`src/rtl/serial_subtractor.sv`:
```
// Bit-serial subtractor: diff = a - b - bin over WIDTH bits, LSB first.
// A single full-subtractor cell feeds a borrow flip-flop. The host interface
// is start/busy/done, and the results are registered.
module serial_subtractor #(
  parameter int WIDTH = 8
) (
  input  logic             clk,
  input  logic             rst,
  input  logic             start,
  input  logic [WIDTH-1:0] a,
  input  logic [WIDTH-1:0] b,
  input  logic             bin,
  output logic             busy,
  output logic             done,
  output logic [WIDTH-1:0] diff,
  output logic             bout
);

  localparam int CW = (WIDTH > 2) ? $clog2(WIDTH) : 1;

  typedef enum logic [1:0] {
    IDLE  = 2'd0,
    SHIFT = 2'd1,
    DONE  = 2'd2
  } state_t;

  state_t           state;
  logic [WIDTH-1:0] a_sh;
  logic [WIDTH-1:0] b_sh;
  logic [WIDTH-1:0] part;
  logic             brw;
  logic [CW-1:0]    cnt;

  logic             d;
  logic             brw_next;
  logic [WIDTH-1:0] part_next;

  // Full-subtractor cell acting on the current LSBs and the stored borrow.
  // The new difference bit enters the partial result from the top.
  always_comb begin
    d         = a_sh[0] ^ b_sh[0] ^ brw;
    brw_next  = (~a_sh[0] & b_sh[0]) | (~(a_sh[0] ^ b_sh[0]) & brw);
    part_next = {d, part[WIDTH-1:1]};
  end

  // Control FSM and datapath registers. The outputs are registered, and the
  // results update only on the edge that enters DONE.
  always_ff @(posedge clk or posedge rst) begin
    if (rst) begin
      state <= IDLE;
      busy  <= 1'b0;
      done  <= 1'b0;
      diff  <= '0;
      bout  <= 1'b0;
      a_sh  <= '0;
      b_sh  <= '0;
      part  <= '0;
      brw   <= 1'b0;
      cnt   <= '0;
    end else begin
      case (state)
        IDLE: begin
          busy <= 1'b0;
          done <= 1'b0;
          if (start) begin
            a_sh  <= a;
            b_sh  <= b;
            brw   <= bin;
            part  <= '0;
            cnt   <= '0;
            busy  <= 1'b1;
            state <= SHIFT;
          end
        end
        SHIFT: begin
          a_sh <= a_sh >> 1;
          b_sh <= b_sh >> 1;
          part <= part_next;
          brw  <= brw_next;
          cnt  <= cnt + 1'b1;
          if (cnt == CW'(WIDTH - 1)) begin
            diff  <= part_next;
            bout  <= brw_next;
            done  <= 1'b1;
            state <= DONE;
          end
        end
        DONE: begin
          busy  <= 1'b0;
          done  <= 1'b0;
          state <= IDLE;
        end
        default: begin
          busy  <= 1'b0;
          done  <= 1'b0;
          state <= IDLE;
        end
      endcase
    end
  end

endmodule
```
`config.mk`:
```
export PLATFORM = sky130hd
export DESIGN_NAME = serial_subtractor
export DESIGN_NICKNAME = d
export VERILOG_FILES = /design/src/rtl/serial_subtractor.sv
export SDC_FILE = /design/constraint.sdc
export NUM_CORES = 1
export LEC_CHECK = 0
export ABC_AREA = 1
export BUFFER_PORTS_ARGS = -buffer_cell sky130_fd_sc_hd__buf_2
export CAP_MARGIN = 20
export CELL_PAD_IN_SITES_DETAIL_PLACEMENT = 0
export CELL_PAD_IN_SITES_GLOBAL_PLACEMENT = 2
export CORE_ASPECT_RATIO = 0.7
export CORE_MARGIN = 10
export CORE_UTILIZATION = 25
export DETAILED_ROUTE_END_ITERATION = 6
export GPL_TIMING_DRIVEN = 0
export PLACE_DENSITY_LB_ADDON = 0.1
export SYNTH_ARGS = -nofsm -noshare
export SYNTH_HDL_FRONTEND = slang
export SYNTH_SLANG_ARGS = --single-unit
```
`constraint.sdc`:
```
create_clock -name clk -period 1.3 [get_ports clk]
set_clock_uncertainty 0.05 [all_clocks]
set_input_delay 0.065 -clock clk [delete_from_list [all_inputs] [get_ports clk]]
set_output_delay 0.065 -clock clk [all_outputs]
set_load 0.02 [all_outputs]
```
==> metrics.md <==
| Metric | Value |
|---|---|
| RR Endpoint | `a_sh[5]$_DFFE_PP0P_` |
| Crit path time final | `1.27 ns` |
| Flop2flop setup slack | `0.03 ns` |
| # H-tree levels | `2` |
| CTS tree | `done` |
| FF+latch count, synth | `40` |
| Worst slew pin tran | `0.254 ns` |
| Clk Latency, worst-skew pair | `0.29 ns` |
| Synth Instances | `213` |
| Top Ports | `31` |
| Synth-to-layout area growth | `38.9%` |
| DP HPWL | `3350 um` |
| Antenna violation net count after detailed routing | `0` |
| Post-DR vias/cell | `4.19` |
| Worst slew margin | `0.830` |
| Final setup vio count | `0` |
| Initial drt markers | `79` |
| Hold path endpoint | `b_sh[3]$_DFFE_PP0P_` |
| N_diodes | `0` |
| Synth warn | `0` |
| Final hold violations | `0` |
| Register area | `1000 um2` |
| First-pass GRT wire length | `8270 um` |
| Worst reg2reg startpoint | `state[0]$_DFFE_PP0P_` |
| DIE HEIGHT | `91.3 um` |
| # DRC | `0` |
| Initial DRT Pass Iterations | `4` |
| Initial antenna violation count | `0` |
| Worst EP required | `1.44 ns` |
| Largest net degree at the start of global routing | `36` |
| Core Area | `6910 um2` |
| Crit-path max FO | `10` |
| Fin Hold WS | `0.00585 ns` |
| Clock transition at the registers of the reported paths | `0.08 ns` |
| Distinct cells, synth | `18` |
| Max Slew Vio Count | `0` |
| Tot GR Track Use | `0.0937` |
| Most frequent CP cell | `nand2_1` |
| Cell row count | `25` |
| Leakage | `1.32 nW` |
| Die Width | `122 um` |
| Worst-path cell chain | `buf_6 > o21ai_4 > inv_4 > buf_12 > nand2_1 > nand2_1` |
| Detailed-route via count | `1,531` |
| Setup CP Type | `flop to flop` |
| Final period util | `0.977` |
| Post-Syn Area | `1820 um2` |
| PwrDens | `2380 nW/um2` |
| Power Total | `5.99 mW` |
| Routed WL per cell | `13.5 um` |
| Die area | `11,100 um2` |
| Total CTS buffers | `5` |
| Layout fillers | `730` |
| Clock sinks | `40` |
| Min-Delay Path Class | `input port to flop` |
| Critical path capture point type | `flop` |
| Clock root buffer | `clkbuf_8` |
| WHS Path Cells | `5` |
| CP peak stage delay | `0.38 ns` |
| Multi-input gate area | `751 um2` |
| Total gr overflow | `0` |
| Port-buffer cells | `30` |
| Final WL | `4940 um` |
| IR Drop Worst-Case VDD | `0.705 mV` |
| Max Cap Viol | `0` |
| Post-Syn Nets | `236` |
| Clock Path Buffers | `2` |
| Post-synthesis sequential area ratio | `0.551` |
| Data arrival, critical path | `1.41 ns` |
| Unrepaired setup endpoints after global routing | `true` |
| Layout cells sized above 1 | `0.339` |
| Routability cong. | `0.662` |
| Hold wc startpoint | `b[3]` |
| F_max | `0.787 GHz` |
| Mapped Avg Cell Area | `8.53 um2` |
| Starting Density | `0.263` |
| Startpoint types | `flop` |
| Slowest cell on crit path | `dfrtp_1` |
| Post-layout net count | `294` |
| R2R depth | `6` |
| Run status | `completed` |
| Vias in the first global route | `1,575` |
[critical path, delay by kind of cell, from the launching register on]
kind / cells / cell delay, ns
DFF: 1 / 0.38
buffers and inverters: 3 / 0.38
AOI/OAI and AO/OA: 1 / 0.23
and+or+nand+nor: 2 / 0.11
[state kept, by name, summed over array words and instances, names as in the netlist]
signal / count
a_sh: 8
bout: 1
b_sh: 8
state: 2
diff: 8
part: 7
busy: 1
cnt: 3
done: 1
brw: 1
[worst max-delay path by stage]
stage                                    start             endpoint  slack, ns  cells past startpoint
after floorplan             cnt[0]$_DFFE_PP0P_     bout$_DFFE_PP0P_      0.005                      6
after global routing      state[0]$_DFFE_PP0P_  b_sh[3]$_DFFE_PP0P_      -0.08                      5
final                     state[0]$_DFFE_PP0P_  a_sh[5]$_DFFE_PP0P_       0.03                      6
after detailed placement    cnt[0]$_DFFE_PP0P_     bout$_DFFE_PP0P_      -0.18                      6
after CTS                 state[0]$_DFFE_PP0P_  a_sh[5]$_DFFE_PP0P_      0.001                      6
after global placement                     rst  b_sh[3]$_DFFE_PP0P_      -0.50                      2
[placed cells by master (no fill, tap or decap)]
cell           instances
buf_2                 33
bufinv_16              2
buf_12                 2
buf_16                 1
o21ai_2                8
nand2_2               13
inv_2                  4
o21ai_0                7
clkbuf_8               5
nor2_1                 3
ha_4                   1
o21ai_1                2
dfrtp_1               39
o21ai_4                1
nor2_4                 1
buf_6                  6
dlygate4sd3_1          8
fa_1                   1
inv_1                  9
inv_4                  2
nand2_1               92
ha_2                   1
buf_4                  9
buf_8                  1
dfrtp_2                1
nand2_8                1
nand3_1               18
[cell families after synthesis]
group / Yosys count / share of synthesized area
buffers and inverters: 24 / 0.0682
flip-flops: 40 / 0.551
AO/OA/AOI/OAI: 18 / 0.0723
adder cells (fa/ha/maj): 3 / 0.0248
AND/OR/NAND/NOR: 128 / 0.284
[power by group]
part           leakage [nW]  switching (mW)  internal (mW)
Sequential            0.506           0.308           1.80
Clock                0.0642           0.458          0.756
Combinational         0.749            1.58           1.09
Total                  1.32            2.35           3.64
[synthesized netlist by cell type]
library cell | number | area share
inv_1 | 12 | 0.025
dfrtp_1 | 40 | 0.55
fa_1 | 1 | 0.011
nor2_4 | 1 | 0.0062
o21ai_2 | 8 | 0.039
clkbuf_2 | 1 | 0.0028
inv_2 | 3 | 0.0062
o21ai_1 | 1 | 0.0028
nor2_1 | 3 | 0.0062
ha_1 | 2 | 0.014
nand2_2 | 2 | 0.0069
buf_4 | 4 | 0.017
o21ai_4 | 1 | 0.0090
nand3_1 | 18 | 0.050
buf_2 | 2 | 0.0055
nand2_1 | 104 | 0.21
o21ai_0 | 8 | 0.022
buf_6 | 2 | 0.012
[repair_timing]
item	CTS	global route
setup buffers	9	2
gates resized for setup	8	26
pin swaps	3	3
setup endpoints to repair	29	36
gates cloned	1	0
endpoints found under the hold margin	47	0
hold buffers	8	0
[per-stage QoR]
stage          area [um2]  worst slack (ns)  utilization  TNS (ns)  std cells
2_1_floorplan        1820           0.00485            -         0        213
3_3_place_gp         2080            -0.496        0.302    -23.39        337
3_5_place_dp         2100            -0.180        0.304     -3.20        338
4_1_cts              2440           0.00129        0.354         0        363
5_1_grt              2520           -0.0751        0.365     -1.11        365
6_report             2520            0.0299        0.365         0        365
[routing by layer]
metal,part of all wire,vias to the layer above,global-route usage
li1,-,773,-
met3,0.056,8,0.0315
met2,0.41,30,0.130
met1,0.52,720,0.132
met5,0,-,0
met4,0.011,0,0.0297
[area by class of cell]
class	count	area share
clock buffers	5	0.0273
inverters	15	0.0243
plain buffers	9	0.0347
multi-input cells	149	0.297
well taps	94	0.0466
clock inverters	2	0.0238
flip-flops and latches	40	0.397
repair buffers	51	0.149
Power figures use the tool's default switching activity.
